`config.mk`:
```
export PLATFORM = sky130hd
export DESIGN_NAME = ex_muldiv_seq_flat
export DESIGN_NICKNAME = d
export VERILOG_FILES = /design/src/rtl/ex_muldiv_seq_if.sv /design/src/rtl/ex_muldiv_seq.sv /design/src/flat_wrapper.sv
export SDC_FILE = /design/constraint.sdc
export NUM_CORES = 1
export LEC_CHECK = 0
export BUFFER_PORTS_ARGS = -buffer_cell sky130_fd_sc_hd__buf_2
export CAP_MARGIN = 0
export CORE_MARGIN = 4
export CORE_UTILIZATION = 35
export CTS_CLUSTER_DIAMETER = 150
export CTS_CLUSTER_SIZE = 28
export DETAILED_ROUTE_END_ITERATION = 12
export GPL_ROUTABILITY_DRIVEN = 0
export PLACE_DENSITY_LB_ADDON = 0.1
export RECOVER_POWER = 25
export SLEW_MARGIN = 10
export SYNTH_ARGS = -nofsm -noshare
export SYNTH_HDL_FRONTEND = slang
export SYNTH_SLANG_ARGS = --single-unit
```
`constraint.sdc`:
```
create_clock -name Clk -period 7.05 [get_ports Clk]
set_clock_uncertainty 0.1 [all_clocks]
set_input_delay 2.115 -clock Clk [delete_from_list [all_inputs] [get_ports Clk]]
set_output_delay 2.115 -clock Clk [all_outputs]
set_load 0.02 [all_outputs]
```
`src/rtl/ex_muldiv_seq_if.sv`:
```
// ex_muldiv_seq_if
//   Bundles the EX-stage MUL/DIV/MOD sequencer signals.
//   slave  : the sequencer side (takes the request and control, drives the response).
//   master : the EX-stage side (drives the request and control, takes the response).
//   Signals:
//     Start       pipeline enable, 0 freezes the sequencer
//     Flush       synchronous abort
//     Req_Valid   request present
//     Req_Ready   sequencer can accept
//     Op          00 MUL, 01 DIV, 10 MOD, 11 reserved
//     A, B        signed operands
//     Busy        sequencer not idle
//     Stall       hold the upstream pipeline
//     Rsp_Valid   one-cycle result qualifier
//     Rsp_Result  product low half / quotient / remainder
//     Rsp_DivZero DIV/MOD had B == 0
interface ex_muldiv_seq_if #(parameter int XLEN = 32);
  logic            Start;
  logic            Flush;
  logic            Req_Valid;
  logic            Req_Ready;
  logic [1:0]      Op;
  logic [XLEN-1:0] A;
  logic [XLEN-1:0] B;
  logic            Busy;
  logic            Stall;
  logic            Rsp_Valid;
  logic [XLEN-1:0] Rsp_Result;
  logic            Rsp_DivZero;

  modport slave (
    input  Start, Flush, Req_Valid, Op, A, B,
    output Req_Ready, Busy, Stall, Rsp_Valid, Rsp_Result, Rsp_DivZero
  );

  modport master (
    output Start, Flush, Req_Valid, Op, A, B,
    input  Req_Ready, Busy, Stall, Rsp_Valid, Rsp_Result, Rsp_DivZero
  );
endinterface

```
`src/rtl/ex_muldiv_seq.sv`:
```
// ex_muldiv_seq
//   Multi-cycle sequencer for the EX-stage MUL/DIV/MOD operations. Runs an
//   iterative shift-add multiply or a restoring divide on operand magnitudes,
//   holds the pipeline with Stall while working, applies the sign correction,
//   and presents the result for exactly one (Start-qualified) cycle.
//   Ports:
//     Clk  rising-edge clock
//     Rst  asynchronous active-low reset
//     bus  ex_muldiv_seq_if.slave (request, control and response signals)
module ex_muldiv_seq #(
  parameter int XLEN = 32
) (
  input logic             Clk,
  input logic             Rst,
  ex_muldiv_seq_if.slave  bus
);

  localparam int CW = $clog2(XLEN);

  localparam logic [1:0] S_IDLE  = 2'd0;
  localparam logic [1:0] S_ITER  = 2'd1;
  localparam logic [1:0] S_FIXUP = 2'd2;
  localparam logic [1:0] S_DONE  = 2'd3;

  localparam logic [1:0] OP_MUL = 2'd0;
  localparam logic [1:0] OP_DIV = 2'd1;
  localparam logic [1:0] OP_MOD = 2'd2;
  localparam logic [1:0] OP_RSV = 2'd3;

  logic [1:0]        state_q, state_d;
  logic [CW-1:0]     cnt_q, cnt_d;
  logic [1:0]        op_q, op_d;
  logic              sign_a_q, sign_a_d;
  logic              sign_b_q, sign_b_d;
  logic [XLEN-1:0]   mag_b_q, mag_b_d;
  // MUL: {partial product high half, remaining multiplier bits}.
  // DIV/MOD: low half starts as |A| and fills with quotient bits from the right.
  logic [2*XLEN-1:0] acc_q, acc_d;
  logic [XLEN:0]     rem_q, rem_d;
  logic [XLEN-1:0]   result_q, result_d;
  logic              divzero_q, divzero_d;

  logic [XLEN-1:0] abs_a, abs_b;
  logic [XLEN:0]   mul_sum;
  logic [XLEN:0]   div_shift;
  logic [XLEN:0]   div_trial;

  // |MIN| is 2^(XLEN-1), which still fits as an unsigned XLEN-bit magnitude.
  assign abs_a = bus.A[XLEN-1] ? -bus.A : bus.A;
  assign abs_b = bus.B[XLEN-1] ? -bus.B : bus.B;

  assign mul_sum   = {1'b0, acc_q[2*XLEN-1:XLEN]} + (acc_q[0] ? {1'b0, mag_b_q} : '0);
  assign div_shift = {rem_q[XLEN-1:0], acc_q[XLEN-1]};
  // A borrow out of the trial subtraction means the divisor did not fit.
  assign div_trial = div_shift - {1'b0, mag_b_q};

  always_comb begin
    state_d   = state_q;
    cnt_d     = cnt_q;
    op_d      = op_q;
    sign_a_d  = sign_a_q;
    sign_b_d  = sign_b_q;
    mag_b_d   = mag_b_q;
    acc_d     = acc_q;
    rem_d     = rem_q;
    result_d  = result_q;
    divzero_d = divzero_q;

    if (bus.Flush) begin
      state_d = S_IDLE;
    end else if (bus.Start) begin
      case (state_q)
        S_IDLE: begin
          if (bus.Req_Valid) begin
            op_d     = bus.Op;
            sign_a_d = bus.A[XLEN-1];
            sign_b_d = bus.B[XLEN-1];
            mag_b_d  = abs_b;
            acc_d    = {{XLEN{1'b0}}, abs_a};
            rem_d    = '0;
            cnt_d    = CW'(XLEN - 1);
            if (bus.Op == OP_RSV) begin
              result_d  = '0;
              divzero_d = 1'b0;
              state_d   = S_DONE;
            end else if (bus.Op != OP_MUL && bus.B == '0) begin
              result_d  = (bus.Op == OP_DIV) ? '1 : bus.A;
              divzero_d = 1'b1;
              state_d   = S_DONE;
            end else begin
              state_d = S_ITER;
            end
          end
        end
        S_ITER: begin
          if (op_q == OP_MUL) begin
            acc_d = {mul_sum, acc_q[XLEN-1:1]};
          end else begin
            rem_d = div_trial[XLEN] ? div_shift : div_trial;
            acc_d = {acc_q[2*XLEN-1:XLEN], acc_q[XLEN-2:0], ~div_trial[XLEN]};
          end
          cnt_d = cnt_q - CW'(1);
          if (cnt_q == '0) begin
            state_d = S_FIXUP;
          end
        end
        S_FIXUP: begin
          case (op_q)
            OP_MUL, OP_DIV: result_d = (sign_a_q ^ sign_b_q) ? -acc_q[XLEN-1:0] : acc_q[XLEN-1:0];
            OP_MOD:         result_d = sign_a_q ? -rem_q[XLEN-1:0] : rem_q[XLEN-1:0];
            default:        result_d = '0;
          endcase
          divzero_d = 1'b0;
          state_d   = S_DONE;
        end
        default: begin
          state_d = S_IDLE;
        end
      endcase
    end
  end

  always_ff @(posedge Clk or negedge Rst) begin
    if (!Rst) begin
      state_q   <= S_IDLE;
      cnt_q     <= '0;
      op_q      <= '0;
      sign_a_q  <= 1'b0;
      sign_b_q  <= 1'b0;
      mag_b_q   <= '0;
      acc_q     <= '0;
      rem_q     <= '0;
      result_q  <= '0;
      divzero_q <= 1'b0;
    end else begin
      state_q   <= state_d;
      cnt_q     <= cnt_d;
      op_q      <= op_d;
      sign_a_q  <= sign_a_d;
      sign_b_q  <= sign_b_d;
      mag_b_q   <= mag_b_d;
      acc_q     <= acc_d;
      rem_q     <= rem_d;
      result_q  <= result_d;
      divzero_q <= divzero_d;
    end
  end

  assign bus.Req_Ready   = (state_q == S_IDLE) & ~bus.Flush;
  assign bus.Busy        = (state_q != S_IDLE);
  // Stall drops in DONE so the pipeline captures the result that cycle.
  assign bus.Stall       = (state_q == S_ITER) | (state_q == S_FIXUP) |
                           ((state_q == S_IDLE) & bus.Req_Valid & ~bus.Flush);
  assign bus.Rsp_Valid   = (state_q == S_DONE);
  assign bus.Rsp_Result  = result_q;
  assign bus.Rsp_DivZero = divzero_q;

endmodule
```
`src/flat_wrapper.sv`:
```
// flat-port wrapper written by rule: the top's interface ports become plain ports
module ex_muldiv_seq_flat 
#(
  parameter int XLEN = 32
)
  (Clk, Rst, bus_Start, bus_Flush, bus_Req_Valid, bus_Op, bus_A, bus_B, bus_Req_Ready, bus_Busy, bus_Stall, bus_Rsp_Valid, bus_Rsp_Result, bus_Rsp_DivZero);
  ex_muldiv_seq_if #(.XLEN(XLEN)) bus_i ();
  input logic Clk;
  input logic Rst;
  input wire logic [$bits(bus_i.Start)-1:0] bus_Start;
  input wire logic [$bits(bus_i.Flush)-1:0] bus_Flush;
  input wire logic [$bits(bus_i.Req_Valid)-1:0] bus_Req_Valid;
  input wire logic [$bits(bus_i.Op)-1:0] bus_Op;
  input wire logic [$bits(bus_i.A)-1:0] bus_A;
  input wire logic [$bits(bus_i.B)-1:0] bus_B;
  output wire logic [$bits(bus_i.Req_Ready)-1:0] bus_Req_Ready;
  output wire logic [$bits(bus_i.Busy)-1:0] bus_Busy;
  output wire logic [$bits(bus_i.Stall)-1:0] bus_Stall;
  output wire logic [$bits(bus_i.Rsp_Valid)-1:0] bus_Rsp_Valid;
  output wire logic [$bits(bus_i.Rsp_Result)-1:0] bus_Rsp_Result;
  output wire logic [$bits(bus_i.Rsp_DivZero)-1:0] bus_Rsp_DivZero;
  assign bus_i.Start = bus_Start;
  assign bus_i.Flush = bus_Flush;
  assign bus_i.Req_Valid = bus_Req_Valid;
  assign bus_i.Op = bus_Op;
  assign bus_i.A = bus_A;
  assign bus_i.B = bus_B;
  assign bus_Req_Ready = bus_i.Req_Ready;
  assign bus_Busy = bus_i.Busy;
  assign bus_Stall = bus_i.Stall;
  assign bus_Rsp_Valid = bus_i.Rsp_Valid;
  assign bus_Rsp_Result = bus_i.Rsp_Result;
  assign bus_Rsp_DivZero = bus_i.Rsp_DivZero;
  ex_muldiv_seq #(.XLEN(XLEN)) u_core (.Clk(Clk), .Rst(Rst), .bus(bus_i));
endmodule
```
==> reports/results.tsv <==
metric	value	unit
status	finished with violations	
failed_checks	capacitance limit, slew limit	
p_clk_frac	0.229	
die_area	0.04304	mm2
power.leakage	0.006886	uW
wl_per_cell	18.00	um
syn_nets	1927	
reg2reg_slack	2.08	ns
num_rows	72	
cp_common_cell	or4_4	
muxShareOfSynthArea	0.02786	
place_area	0.01493	mm2
reg2reg_to	u_core.rem_q[0]$_DFFE_PN0P_	
timing.hold.ws	0.3772	ns
ys.flop_type	dfrtp_1	
postSynthAreaPerCell	7.823	um2
syn_inst	1780	
cts_tree	yes	
max_freq	0.1816	GHz
synth_top_family_by_area	compound AO/OA/AOI/OAI gates	
root_buffer	clkbuf_16	
worstPathCellList	buf_2 > or4_4 > nor2_2 > nand3_2 > or3_4 > or4_4 > o31ai_2 > o211ai_2 > a21boi_4 > buf_4 > mux2_2	
arrival	5.74	ns
grt_max_degree	77	
synthSimpleGateAreaFrac	0.1951	
critPathBufInv	2	
crit_fanout	38	
grt_usage	0.1943	
wirelength	42400	um
viasPerCell	5.361	
firstDrtPassIters	7	
grt_setup_unrepaired	no	
required	7.29	ns
ys_ff_latch	172	
synth_adder_area_share	0.06937	
tns	0	ns
port_buffers	107	
seqPwrFrac	0.345	
cts.sinks	172	
worst-path-stages	11	
grt-ovfl-total	0	
antenna_left	0	
p_sw	1843	uW
die_w	207.5	um
irDropWorstVdd	0.1442	mV
synth_edf_count	0	
max_stage_delay	0.57	ns
fin_area	0.01549	mm2
finalCritPeriodShare	0.7809	
post-cts-setup-buffer-count	0	
ios	108	
drv_slew	59	
critPathTopFamily	simple AND/OR/NAND/NOR gates	
end_kind	register	
reg2reg_depth	14	
tightest_slew	3.506	ns
dp_hpwl	31550	um
synth_warnings	0	
hold_buffers	0	
layout-area-overhead-vs-synth	11.28	%
maxSlewHeadroom	-1.337	
htreeDepth	4	
cts_buffers	17	
grt_first_pass_wirelength	68930	um
num_vias	12630	
yosysUniqueCellTypes	71	
maxCapViolCount	1	
worstSetupPathType	in2reg	
drc	0	
async_flop_share	1.000	
critPathCapture	u_core.bus.Rsp_Result[11]$_DFFE_PN0P_	
swShare	0.4241	
clock_path_buffers	2	
worst_slack	1.545	ns
hp-class	reg2reg	
p_int	2503	uW
die_height	207.5	um
antenna_found_initial	0	
synth_xor_area_frac	0.1113	
ctsResizeCount	0	
power_density	280.5	mW/mm2
n_fill_cell	4056	
final_common_cell	nand2_1	
setup_violations	0	
drive_gt1_frac	0.1028	
power_frac_comb	0.426	
initialDrtViolationCount	816	
diodes	0	
dp_slack	1.084	ns
hold_viol_final	0	
grt_pass1_vias	12390	
ys_seq_area_frac	0.3091	
crit_start	bus_B[4]	
core_area	0.03901	mm2
utilization	0.3972	
final_cell_mix	nand2_1 (291), o21ai_0 (247), dfrtp_1 (172)	
start_util	0.3570	
min_period	5.505	ns
slowest_stage	or4_4	
reg2reg_from	u_core.acc_q[31]$_DFFE_PN0P_	
start_kind	primary input	
syn_area	0.01392	mm2
synth_compound_area_frac	0.2411	
clk_pin_slew_worst_paths	0.07	ns
nets	1974	
clk_latency	0.45	ns
==> how the worst min path moves through the flow <==
stage / from / to / cells past startpoint
floorplan: u_core.mag_b_q[31]$_DFFE_PN0P_ / u_core.mag_b_q[31]$_DFFE_PN0P_ / 2
CTS: u_core.mag_b_q[12]$_DFFE_PN0P_ / u_core.mag_b_q[12]$_DFFE_PN0P_ / 2
detailed placement: u_core.mag_b_q[12]$_DFFE_PN0P_ / u_core.mag_b_q[12]$_DFFE_PN0P_ / 2
global route: u_core.mag_b_q[10]$_DFFE_PN0P_ / u_core.mag_b_q[10]$_DFFE_PN0P_ / 2
finish: u_core.mag_b_q[9]$_DFFE_PN0P_ / u_core.mag_b_q[9]$_DFFE_PN0P_ / 2
global placement: u_core.mag_b_q[10]$_DFFE_PN0P_ / u_core.mag_b_q[10]$_DFFE_PN0P_ / 2
==> cells by family after synthesis <==
logic type / Yosys count
buf+inv: 165
flops: 172
simple gates: 598
xor+xnor: 177
fa+ha+maj: 76
mux: 38
compound gates: 554
==> tightest hold or removal path: cells and delay by family, from the launching register on <==
kind	cells	cell delay [ns]
flip-flops	1	0.34
AND/OR/NAND/NOR	1	0.05
AO/OA/AOI/OAI	1	0.06
==> routing by layer <==
metal | track usage | vias up | wire, um
li1 | - | 6398 | -
met1 | 0.2711 | 5985 | 20750
met2 | 0.3232 | 224 | 19660
met3 | 0.02917 | 23 | 1528
met4 | 0.03808 | 0 | 455
met5 | 0 | - | 0
==> power by group through the flow <==
stage          clock [uW]  sequential (uW)  combinational (uW)
6_report              995             1500                1850
2_1_floorplan           0             1510                1290
5_1_grt              1060             1530                2080
3_3_place_gp            0             1510                1830
4_1_cts              1020             1500                1860
3_5_place_dp            0             1520                1860
==> registers in the layout (all words and copies together) (netlist names), 2 cells and up <==
| name | cells |
|---|---|
| u_core.state_q | 2 |
| u_core.op_q | 2 |
| u_core.cnt_q | 5 |
| u_core.bus.Rsp_Result | 32 |
| u_core.acc_q | 64 |
| u_core.mag_b_q | 32 |
| u_core.rem_q | 32 |
==> area by class of cell <==
type	count	area (um2)	share of cell area
Tap cell	518	648.1	0.04183
Timing Repair Buffer	130	701.9	0.04530
Inverter	63	236.5	0.01526
Multi-Input combinational cell	1443	9022	0.5823
Sequential cell	172	4304	0.2778
Clock inverter	8	117.6	0.007590
Clock buffer	22	464.2	0.02996
==> synth_stat cells (all sizes together) (32+ instances only) <==
cell | instances | share of area
a21oi | 93 | 0.033
xnor2 | 78 | 0.049
ha | 74 | 0.066
or3 | 35 | 0.016
xor2 | 99 | 0.062
inv | 63 | 0.017
nand2 | 291 | 0.078
nand3 | 46 | 0.017
dfrtp | 172 | 0.31
mux2i | 32 | 0.023
o21ai | 251 | 0.090
nor2 | 121 | 0.033
clkbuf | 87 | 0.023
==> stage by stage <==
step                instances  power, uW
finish                   2356       4346
global route             2356       4677
CTS                      2356       4385
detailed placement       2326       3372
global placement         2326       3343
floorplan                1780       2796
Power figures use the tool's default switching activity.
